**src/rtl/jk_ctrl_pkg.sv**
```systemverilog
// Shared types, mode encodings and Gray-code helpers for the JK counter controller.
package jk_ctrl_pkg;

  typedef enum logic [1:0] {
    StIdle = 2'b00,
    StRun  = 2'b01,
    StHold = 2'b10,
    StDone = 2'b11
  } state_e;

  localparam logic [1:0] MODE_UP   = 2'b00;
  localparam logic [1:0] MODE_DOWN = 2'b01;
  localparam logic [1:0] MODE_GRAY = 2'b10;
  localparam logic [1:0] MODE_RING = 2'b11;

  localparam int unsigned MaxWidth = 16;

  function automatic logic [MaxWidth-1:0] bin2gray(input logic [MaxWidth-1:0] b);
    return b ^ (b >> 1);
  endfunction

  function automatic logic [MaxWidth-1:0] gray2bin(input logic [MaxWidth-1:0] g);
    logic [MaxWidth-1:0] b;
    b[MaxWidth-1] = g[MaxWidth-1];
    for (int i = MaxWidth - 2; i >= 0; i--) begin
      b[i] = b[i+1] ^ g[i];
    end
    return b;
  endfunction

endpackage

```
**src/rtl/jk_excite.sv**
```systemverilog
// Maps (current, planned next, enable) to minimal JK excitation; don't-cares resolve to 0.
module jk_excite
  import jk_ctrl_pkg::*;
#(
  parameter int unsigned WIDTH = 4
) (
  input  logic [WIDTH-1:0] i_cur,
  input  logic [WIDTH-1:0] i_nxt,
  input  logic             i_en,
  output logic [WIDTH-1:0] o_j,
  output logic [WIDTH-1:0] o_k
);

  always_comb begin
    o_j = '0;
    o_k = '0;
    if (i_en) begin
      o_j = ~i_cur & i_nxt;
      o_k = i_cur & ~i_nxt;
    end
  end

endmodule

```
**src/rtl/jk_counter_ctrl.sv**
```systemverilog
// Mode-programmable counter built from a JK flip-flop bank with start/stop/done handshake.
module jk_counter_ctrl
  import jk_ctrl_pkg::*;
#(
  parameter int unsigned WIDTH = 4
) (
  input  logic             clk,
  input  logic             reset,
  input  logic             start,
  input  logic             stop,
  input  logic [1:0]       mode,
  input  logic [WIDTH-1:0] term,
  input  logic             load,
  input  logic [WIDTH-1:0] load_val,
  output logic [WIDTH-1:0] count_q,
  output logic [WIDTH-1:0] j_out,
  output logic [WIDTH-1:0] k_out,
  output logic             busy,
  output logic             done
);

  state_e r_state, w_state_d;
  logic [1:0]       r_mode;
  logic [WIDTH-1:0] r_term;
  logic             w_latch;
  logic             w_en;
  logic [WIDTH-1:0] w_target;
  logic [WIDTH-1:0] w_next;
  logic [WIDTH-1:0] w_count;

  logic [MaxWidth-1:0] w_bin16;
  logic [MaxWidth-1:0] w_gray16;
  logic [WIDTH-1:0]    w_bin_inc;
  logic                w_unused;

  assign w_bin16   = gray2bin(MaxWidth'(w_count));
  assign w_bin_inc = w_bin16[WIDTH-1:0] + WIDTH'(1);
  assign w_gray16  = bin2gray(MaxWidth'(w_bin_inc));
  assign w_unused  = ^{w_bin16, w_gray16};

  always_comb begin
    w_next = w_count + WIDTH'(1);
    case (r_mode)
      MODE_DOWN: w_next = w_count - WIDTH'(1);
      MODE_GRAY: w_next = w_gray16[WIDTH-1:0];
      MODE_RING: w_next = (w_count == '0) ? WIDTH'(1) : {w_count[WIDTH-2:0], w_count[WIDTH-1]};
      default:   w_next = w_count + WIDTH'(1);
    endcase
  end

  always_comb begin
    w_state_d = r_state;
    w_latch   = 1'b0;
    w_en      = 1'b0;
    w_target  = w_count;
    case (r_state)
      StIdle: begin
        if (load) begin
          w_en     = 1'b1;
          w_target = load_val;
        end else if (start) begin
          w_latch   = 1'b1;
          w_state_d = StRun;
        end
      end
      StRun: begin
        if (stop) begin
          w_state_d = StHold;
        end else if (w_count == r_term) begin
          w_state_d = StDone;
        end else begin
          w_en     = 1'b1;
          w_target = w_next;
        end
      end
      StHold: begin
        if (stop) begin
          w_state_d = StIdle;
        end else if (start) begin
          w_state_d = StRun;
        end
      end
      default: w_state_d = StIdle;
    endcase
    // Excitation is suppressed while reset holds the bank clear.
    if (reset) begin
      w_en = 1'b0;
    end
  end

  always_ff @(posedge clk) begin
    if (reset) begin
      r_state <= StIdle;
      r_mode  <= 2'b00;
      r_term  <= '0;
    end else begin
      r_state <= w_state_d;
      if (w_latch) begin
        r_mode <= mode;
        r_term <= term;
      end
    end
  end

  jk_excite #(
    .WIDTH(WIDTH)
  ) u_excite (
    .i_cur(w_count),
    .i_nxt(w_target),
    .i_en (w_en),
    .o_j  (j_out),
    .o_k  (k_out)
  );

  for (genvar g = 0; g < WIDTH; g++) begin : g_cell
    logic r_q;
    always_ff @(posedge clk) begin
      if (reset) begin
        r_q <= 1'b0;
      end else begin
        case ({j_out[g], k_out[g]})
          2'b10:   r_q <= 1'b1;
          2'b01:   r_q <= 1'b0;
          2'b11:   r_q <= ~r_q;
          default: r_q <= r_q;
        endcase
      end
    end
    assign w_count[g] = r_q;
  end

  assign count_q = w_count;
  assign busy    = (r_state == StRun) || (r_state == StHold);
  assign done    = (r_state == StDone);

endmodule

```
**config.mk**
```make
export PLATFORM = sky130hd
export DESIGN_NAME = jk_counter_ctrl
export DESIGN_NICKNAME = d
export VERILOG_FILES = /design/src/rtl/jk_ctrl_pkg.sv /design/src/rtl/jk_excite.sv /design/src/rtl/jk_counter_ctrl.sv
export SDC_FILE = /design/constraint.sdc
export NUM_CORES = 1
export LEC_CHECK = 0
export ABC_CLOCK_PERIOD_IN_PS = 7090
export CAP_MARGIN = 20
export CORE_MARGIN = 2
export CORE_UTILIZATION = 50
export CTS_CLUSTER_SIZE = 8
export DETAILED_ROUTE_END_ITERATION = 7
export GPL_ROUTABILITY_DRIVEN = 0
export GPL_TIMING_DRIVEN = 0
export PLACE_DENSITY = 0.82
export RECOVER_POWER = 50
export SETUP_SLACK_MARGIN = 0.2
export SLEW_MARGIN = 20
export SYNTH_ARGS = -nofsm -noshare
export SYNTH_HDL_FRONTEND = slang
export SYNTH_HIERARCHICAL = 1
export SYNTH_SLANG_ARGS = --single-unit
```
**constraint.sdc**
```tcl
create_clock -name clk -period 7.09 [get_ports clk]
set_input_delay 0.709 -clock clk [delete_from_list [all_inputs] [get_ports clk]]
set_output_delay 0.709 -clock clk [all_outputs]
set_load 0.01 [all_outputs]
```
* Word level (Yosys, flattened, before mapping)
Index checks and enable logic that the tools add are counted.
** Word-level totals
- Register bits after elaboration :: 12
- Input port bits :: 15
- Output and inout bits :: 14
- Word-level logic and storage cells :: 77
** Operators by class
- Add/sub/neg operators :: 3
- Equal/unequal tests :: 21
- Mux-type cells :: 26
- Bitwise gates (word level) :: 12
- Reduce and logical (&&, ||, !) cells :: 8
** Operators by type and width (count)
- 2-bit == test (second input constant) :: 12
- 4-bit 2-to-1 mux :: 6
- 2-bit by 1-bit == test with 1-bit output (second input constant) :: 6
- 1-bit case mux with 3 select lines :: 4
- 4-bit case mux with 3 select lines :: 1
- 3-bit nonzero test :: 4
- 2-bit 2-to-1 mux :: 5
- 4-bit by 1-bit adder with 4-bit output (second input constant) :: 2
- 4-bit bitwise AND :: 2
- 4-bit inverter :: 2
- 4-bit case mux with 2 select lines :: 1
- 1-bit 2-to-1 mux :: 7
- 2-bit case mux with 3 select lines :: 1
- 4-bit == test :: 1
- 4-bit logical NOT :: 1
- 1-bit inverter :: 4
- 4-bit by 1-bit subtractor with 4-bit output (second input constant) :: 1
- 4-bit by 3-bit XOR with 4-bit output :: 1
- 3-bit != test (second input constant) :: 1
- 1-bit XOR :: 3
- 2-bit logical NOT :: 1
- 2-bit != test (second input constant) :: 1
- 1-bit case mux with 2 select lines :: 1
- 2-bit AND reduction :: 1
- 1-bit logical OR :: 1

* Depth between registers and ports, before layout
Gate-level depths: netlist (run 1).
- Word-level depth :: 14
- Depth in mapped cells :: 13
- Depth with buffers taken out :: 12

* Cells and area by module
The synthesis (run 1) kept the hierarchy.
** Modules (own cells, without submodules)
- jk_counter_ctrl :: instances 1, cells each 123, area an instance 1017.2 um2, sequential area each 240.2 um2
- jk_excite :: instances 1, cells each 8, area an instance 70.1 um2, sequential area each 0.0 um2

* Worst setup path before layout (run 1)
No wires, ideal clock.
- Kind :: reg-to-output
- Start :: reg g_cell[3].r_q
- End :: out k_out[3]
- Arrival :: 2.310 ns
- Data required time :: 6.381 ns
- Path slack :: 4.071 ns
- Stages on the path, launching flop included :: 11
- Path buffers :: 1
- Cells stage by stage :: dfxtp_1 buf_2 inv_1 ha_1 ha_1 xnor2_1 nand2_1 xnor2_1 or2_2 a31o_2 and3b_1
** Between the ends
- Longest elaborated chain between the ends :: 12
- Elaborated cells on any way between the ends :: 22
- Classes of those cells :: 3 x add/sub; 1 x eq/ne; 11 x mux; 6 x bitwise; 1 x reduce/logical
** RTL lines
- start, declared :: line jk_counter_ctrl.sv:116 : logic r_q;
- start signal, assigned :: line jk_counter_ctrl.sv:124 : 2'b11: r_q <= ~r_q;
- start signal, assigned :: line jk_counter_ctrl.sv:125 : default: r_q <= r_q;
- 1-bit XOR (3 in series) :: line jk_ctrl_pkg.sv:26 : b[i] = b[i+1] ^ g[i];
- 4-bit by 1-bit adder with 4-bit output :: line jk_counter_ctrl.sv:37 : assign w_bin_inc = w_bin16[WIDTH-1:0] + WIDTH'(1);
- 4-bit by 3-bit XOR with 4-bit output :: line jk_ctrl_pkg.sv:19 : return b ^ (b >> 1);
- 4-bit case mux with 3 select lines :: line jk_counter_ctrl.sv:43 : case (r_mode)
- 4-bit 2-to-1 mux :: line jk_counter_ctrl.sv:69 : end else if (w_count == r_term) begin
- 4-bit 2-to-1 mux :: line jk_counter_ctrl.sv:67 : if (stop) begin
- 4-bit case mux with 2 select lines (*) :: line jk_counter_ctrl.sv:56 : case (r_state)
- named net w_target[3] :: line jk_counter_ctrl.sv:27 : logic [WIDTH-1:0] w_target;
- 4-bit inverter (*) :: line jk_excite.sv:19 : o_k = i_cur & ~i_nxt;
- 4-bit bitwise AND (*) :: line jk_excite.sv:19
- 4-bit 2-to-1 mux (*) :: line jk_excite.sv:17 : if (i_en) begin
- end, declared :: line jk_counter_ctrl.sv:17 : output logic [WIDTH-1:0] k_out,
Mark *: on every way through the listed nets, which the timed path passes. The rest lies on a longest branch.

* Final worst setup path (run 1)
- Start :: reg g_cell[3].r_q
- End :: out k_out[2]
** Between the ends
- Longest elaborated chain between the ends :: 12
- Elaborated cells on any way between the ends :: 19
- Classes of those cells :: 1 x add/sub; 1 x eq/ne; 10 x mux; 6 x bitwise; 1 x reduce/logical
** RTL lines (line)
- 1-bit XOR (3 in series) :: jk_ctrl_pkg.sv:26
- 4-bit by 1-bit adder with 4-bit output :: jk_counter_ctrl.sv:37
- 4-bit by 3-bit XOR with 4-bit output :: jk_ctrl_pkg.sv:19
- 4-bit case mux with 3 select lines :: jk_counter_ctrl.sv:43
- 4-bit 2-to-1 mux (*) :: jk_counter_ctrl.sv:69
- 4-bit 2-to-1 mux (*) :: jk_counter_ctrl.sv:67
- 4-bit case mux with 2 select lines (*) :: jk_counter_ctrl.sv:56
- named net w_target[2] :: jk_counter_ctrl.sv:27
- 4-bit inverter (*) :: jk_excite.sv:19
- 4-bit bitwise AND (*) :: jk_excite.sv:19
- 4-bit 2-to-1 mux (*) :: jk_excite.sv:17
Marked as above.

==> results of run 1 <==
[metrics by stage]
stage / cell area, um^2 / worst slack (ps)
6_report: 1420 / 3020
5_1_grt: 1420 / 2810
4_1_cts: 1440 / 3010
3_5_place_dp: 1400 / 3330
3_3_place_gp: 1400 / 3420
2_1_floorplan: 1090 / 4070
[kinds of logic after synthesis]
group,after synthesis,share of synthesized area [%]
AOI/OAI and AO/OA,31,20.8
DFF,12,22.1
buffers and inverters,18,7.82
xor gates and xnor gates,10,9.32
muxes,7,6.44
adders and majority gates,9,11.0
and+or+nand+nor,44,22.4
[report_power, final]
group	switching [mW]	total [mW]	internal [mW]
sequential	0.00832	0.0821	0.0738
combinational	0.0566	0.112	0.0551
clock	0.0258	0.0570	0.0312
total	0.0907	0.251	0.160
[final timing paths]
path	startpoint	end	slack, ps	depth (start not counted)
max reg2reg	g_cell[3].r_q	g_cell[2].r_q	4180	13
min reg2reg	r_term[1]	r_term[1]	530	2
min	r_term[1]	r_term[1]	530	2
max	g_cell[3].r_q	k_out[2]	3020	11
[flip-flops by register name, summed over array words and instances (netlist names)]
| register | flops |
|---|---|
| g_cell.r_q | 4 |
| r_mode | 2 |
| r_state | 2 |
| r_term | 4 |
[area by class of cell]
class                      count  area [um^2]
timing repair buffer          28          280
buffer                        10         55.1
clock buffer                   4         36.3
multi-input combinational    101          743
tap                           27         33.8
fill                         162          583
inverter                       8         30.0
sequential                    12          240
[cells in the mapped netlist]
| library cell | instances |
|---|---|
| and3b_1 | 8 |
| nand3_1 | 3 |
| o221ai_1 | 1 |
| nor4_1 | 1 |
| fa_1 | 1 |
| inv_1 | 8 |
| nor2b_1 | 2 |
| o211ai_1 | 1 |
| a311o_1 | 1 |
| a31o_2 | 1 |
| or3_1 | 1 |
| xnor3_1 | 1 |
| a32oi_1 | 2 |
| o31a_1 | 1 |
| nand2_1 | 5 |
| ha_1 | 8 |
| a211oi_1 | 3 |
| a31oi_1 | 2 |
| or3b_1 | 1 |
| dfxtp_1 | 12 |
| nand2b_1 | 3 |
| a21oi_1 | 9 |
| a311oi_1 | 1 |
| clkbuf_1 | 4 |
| nand3b_1 | 2 |
| o21a_1 | 1 |
| o22ai_1 | 1 |
| buf_4 | 4 |
| xnor2_1 | 4 |
| nor2_1 | 16 |
| or2_2 | 1 |
| mux2i_1 | 7 |
| nand2_2 | 1 |
| o41ai_4 | 1 |
| xor2_1 | 5 |
| o21ai_0 | 4 |
| buf_2 | 2 |
| a21o_1 | 2 |
[critical path: stages, from the launching register on]
cell	delay (ps)
dfxtp_1	370
buf_2	220
inv_1	110
ha_1	330
ha_1	310
xnor2_1	160
nand2_1	120
xnor3_1	330
o21ai_0	200
nand3_1	120
and3b_1	270
clkdlybuf4s50_1	540
[per-layer routing]
| layer | GRT usage (%) | share of wire (%) | vias to the layer above |
|---|---|---|---|
| met1 | 27.0 | 45 | 478 |
| li1 | - | - | 529 |
| met2 | 38.8 | 49 | 37 |
| met4 | 8.11 | 0.73 | 0 |
| met3 | 2.98 | 4.9 | 4 |
| met5 | 0 | 0 | - |
==> impl_results.md, run 1 <==
* Status: finished, final reports clean
* Number of max-cap violations at 0
* Post-synthesis cell type count at 38
* Leading area contributor after synthesis: dfxtp_1
* Vias in the first global route at 1004
* TritonCTS clock tree: yes
* Die H at 50.6 um
* Mean Syn Cell Area at 8.30 um^2
* Post-route clock period utilization at 57.4%
* Data required, critical path at 6380 ps
* Rows at 16
* Final ANT Viol Nets at 0
* RSZ-0062 raised after global routing: no
* Via/cell ratio at 5.52
* Fmax at 246 MHz
* Slew Viols, Final at 0
* H-Tree Depth at 1
* Post-synth top area share at 22.1%
* Syn_nets at 155
* Final Hold Vio Count at 0
* Antenna cells at 0
* Dpl cells at 186
* Fin util at 70.9%
* Hold/Removal Path Class: flip-flop to flip-flop
* Max Clock Skew at 1.20 ps
* Gr ovfl total at 0
* CTS max path bufs at 2
* WHS at 535 ps
* DR vias at 1048
* Clk root buf: clkbuf_4
* Core Area at 2000 um^2
* Synth Cell Area at 1090 um^2
* Worst Setup Start Kind: flip-flop
* # port buffers at 28
* Clock Pin Slew Worst Setup and Hold Paths at 80 ps
* Initial core utilization at 54.3%
* Clock sinks at 12
* First-pass GRT wire length at 4400 um
* Setup TNS at 0 ps
* Area growth syn-to-layout at 30.5%
* Critical Path Fanout Max at 7
* Residual DRC at 0
* Hpwl dp at 2060 um
* Die width at 50.6 um
* Worst Tran Pin Value at 1160 ps
* CTS Buf Count at 3
* Top post-synthesis cells by area: dfxtp_1, ha_1, and3b_1
* Tot GR Track Use at 22.0%
* Most common cell after layout, fill and taps aside: clkdlybuf4s50_1
* Max VDD drop at 0.141 mV
* Top Ports at 29
* Number of DRC markers in iteration 0 at 18
* Pleak at 0.663 nW
* Wirelength per Cell at 13.7 um
* Critical path capture point type: output pin
* Fin nets at 188
* Post-CTS Setup Bufs at 0
* First-pass DRT Iterations at 4
* Initial antenna violation count at 0
* CTS resizes at 0
* Die area at 2560 um^2
* Largest net degree at the start of global routing at 11
* Leading cell types in the layout, fill and taps excluded: clkdlybuf4s50_1, nor2_1, dfxtp_1
* Worst-Skew Late Latency at 270 ps
* Final setup fails at 0
* PD cells at 177 nW/um^2
* Max-Slew Margin vs Limit at 21.7%
* Mapped Cells at 131
* Worst path arrival time at 3360 ps
* Seq/Total Area, Yosys at 22.1%
* Drt total wl at 2600 um
* Ratio of cells with drive above 1 in the final layout at 7.98%
* Non-Filler Instances at 190
* Power consumption at 251 uW
* Post-layout minimum cycle time at 4070 ps
* # hold bufs at CTS at 0
* Yosys reg bits at 12
* Yosys Warn Count at 6
* CP Class: flip-flop to output pin
(Power assumes the default switching activity.)
==> run 2, diff against run 1 <==
--- a/config.mk
+++ b/config.mk
@@ -5,15 +5,15 @@
 export SDC_FILE = /design/constraint.sdc
 export NUM_CORES = 1
 export LEC_CHECK = 0
-export ABC_CLOCK_PERIOD_IN_PS = 7090
+export ABC_CLOCK_PERIOD_IN_PS = 3300
 export CAP_MARGIN = 20
 export CORE_MARGIN = 2
-export CORE_UTILIZATION = 50
+export CORE_UTILIZATION = 43
 export CTS_CLUSTER_SIZE = 8
 export DETAILED_ROUTE_END_ITERATION = 7
 export GPL_ROUTABILITY_DRIVEN = 0
 export GPL_TIMING_DRIVEN = 0
-export PLACE_DENSITY = 0.82
+export PLACE_DENSITY = 0.75
 export RECOVER_POWER = 50
 export SETUP_SLACK_MARGIN = 0.2
 export SLEW_MARGIN = 20
==> constraint.sdc (replaced) <==
create_clock -name clk -period 3.3 [get_ports clk]
set_input_delay 0.33 -clock clk [delete_from_list [all_inputs] [get_ports clk]]
set_output_delay 0.33 -clock clk [all_outputs]
set_load 0.01 [all_outputs]
==> impl_results.md, run 2 (synthesized netlist as in run 1, its figures left out) <==
* Status: finished, final reports clean
* Power consumption at 544 uW
* First-pass DRT Iterations at 4
* Final ANT Viol Nets at 0
* Wirelength per Cell at 14.6 um
* RSZ-0062 raised after global routing: no
* Worst-Skew Late Latency at 290 ps
* WHS at 509 ps
* Area growth syn-to-layout at 41.1%
* M1 WL at 1190 um
* R2R cell count at 13
* H-Tree Depth at 1
* Die area at 2950 um^2
* Drt total wl at 2900 um
* Number of max-cap violations at 0
* Leading cell types in the layout, fill and taps excluded: clkdlybuf4s50_1, nor2_1, buf_4
* Critical Path Fanout Max at 6
* Area of the multi-input gates at 811 um^2
* TritonCTS clock tree: yes
* Initial core utilization at 44.7%
* FF-to-FF setup slack at 800 ps
* Gr ovfl total at 0
* Max-Slew Margin vs Limit at 63.6%
* Metal3 WL at 160 um
* CP Class: flip-flop to output pin
* Largest net degree at the start of global routing at 11
* Clock sinks at 12
* Worst Tran Pin Value at 546 ps
* Met2 wire length at 1520 um
* Tot GR Track Use at 20.4%
* Core Area at 2430 um^2
* Vias in the first global route at 986
* Hpwl dp at 2100 um
* Reg area at 246 um^2
* Number of DRC markers in iteration 0 at 27
* Worst path arrival time at 2670 ps
* Worst Setup Start Kind: flip-flop
* Final Hold Vio Count at 0
* Buf+Inv Stages, Crit Path at 3
* Layout filler cell count at 219
* Largest registers: g_cell.r_q x4, r_term x4
* # port buffers at 28
* Rows at 18
* Die H at 54.3 um
* CP Depth at 8
* # hold bufs at CTS at 0
* DR vias at 1113
* Initial antenna violation count at 0
* Die width at 54.3 um
* DR top layer: met4
* Slew Viols, Final at 0
* Via/cell ratio at 5.62
* PD cells at 355 nW/um^2
* Most common cell after layout, fill and taps aside: clkdlybuf4s50_1
* Antenna cells at 0
* CTS max path bufs at 2
* Fin nets at 194
* Post-layout minimum cycle time at 3000 ps
* Final setup fails at 0
* Clock Pin Slew Worst Setup and Hold Paths at 80 ps
* Critical path capture point type: output pin
* First-pass GRT wire length at 4270 um
* Pleak at 0.754 nW
* Worst R2R Start: g_cell[3].r_q
* Top Ports at 29
* Max VDD drop at 0.325 mV
* Crit Reg-Reg Endpoint: g_cell[2].r_q
* Post-route clock period utilization at 91.0%
* Residual DRC at 0
* Data required, critical path at 2970 ps
* CP delay by family, top: compound AO/OA/AOI/OAI gates
* Hold/Removal Path Class: flip-flop to flip-flop
* Fmax at 333 MHz
* End point of the critical path: j_out[1]
* CP startpoint: g_cell[3].r_q
* Max Clock Skew at 0.320 ps
* Fin util at 63.1%
* Clk root buf: clkbuf_4
* Crit path largest cell delay at 520 ps
* CTS Buf Count at 3
* Ratio of cells with drive above 1 in the final layout at 20.8%
* Worst path slowest cell: o41ai_4
* Crit-path cells: buf_6 > buf_4 > xor2_2 > o41ai_4 > a21oi_1 > a311o_1 > and3b_1 > clkdlybuf4s50_1
-- run 2: worst min-delay path by stage --
stage	start	end	slack, ps	depth (start not counted)
after floorplan	reset	g_cell[0].r_q	410	1
after global placement	r_state[1]	r_state[1]	490	2
after detailed placement	r_state[1]	r_state[1]	500	2
after CTS	r_state[1]	r_state[1]	520	2
after global routing	r_state[1]	r_state[1]	550	2
final	r_state[1]	r_state[1]	510	2
-- run 2: worst register-to-register path: cells and delay by family (launching register included) --
| family | cells | cell delay [ps] |
|---|---|---|
| xor+xnor | 2 | 480 |
| buf+inv | 2 | 190 |
| flops | 1 | 350 |
| compound gates | 2 | 280 |
| fa+ha+maj | 2 | 490 |
| simple gates | 5 | 580 |
-- run 2: where the power goes --
part / internal (mW) / total (mW) / switching [mW]
clock network: 0.0425 / 0.0968 / 0.0543
logic: 0.135 / 0.270 / 0.135
registers: 0.159 / 0.177 / 0.0178
-- run 2: final cells by class --
class,instances,area share [%]
Clock buffer,3,1.47
Timing Repair Buffer,34,21.0
Sequential cell,12,16.1
Buffer,10,4.24
Tap cell,30,2.45
Multi-Input combinational cell,101,52.9
Inverter,8,1.96
-- run 2: metrics by stage --
step / cell area [um^2] / setup TNS (ps) / cells / setup WS [ps]
detailed placement: 1410 / -122 / 189 / -82.7
global route: 1530 / 0 / 198 / 192
floorplan: 1090 / 0 / 131 / 660
global placement: 1410 / -3.69 / 189 / -3.69
finish: 1530 / 0 / 198 / 296
CTS: 1460 / 0 / 192 / 219
-- run 2: metal layers --
layer	up-vias	track usage, %
li1	534	-
met1	526	24.0
met4	0	9.58
met2	50	36.7
met3	3	2.19
met5	-	0
-- run 2: timing repair --
item                                    in CTS  in global routing
buffers inserted                             0                  6
gates resized for setup                     20                 13
pin swaps                                    0                  2
endpoints found under the setup margin       8                  8
==> run 3, diff against run 2 <==
--- a/config.mk
+++ b/config.mk
@@ -6,12 +6,11 @@
 export NUM_CORES = 1
 export LEC_CHECK = 0
 export ABC_CLOCK_PERIOD_IN_PS = 3300
-export CAP_MARGIN = 20
+export CAP_MARGIN = 10
 export CORE_MARGIN = 2
 export CORE_UTILIZATION = 43
 export CTS_CLUSTER_SIZE = 8
 export DETAILED_ROUTE_END_ITERATION = 7
-export GPL_ROUTABILITY_DRIVEN = 0
 export GPL_TIMING_DRIVEN = 0
 export PLACE_DENSITY = 0.75
 export RECOVER_POWER = 50
==> results of run 3 <==
Same layout as run 2: the final DEF is identical, and so are final timing and power.
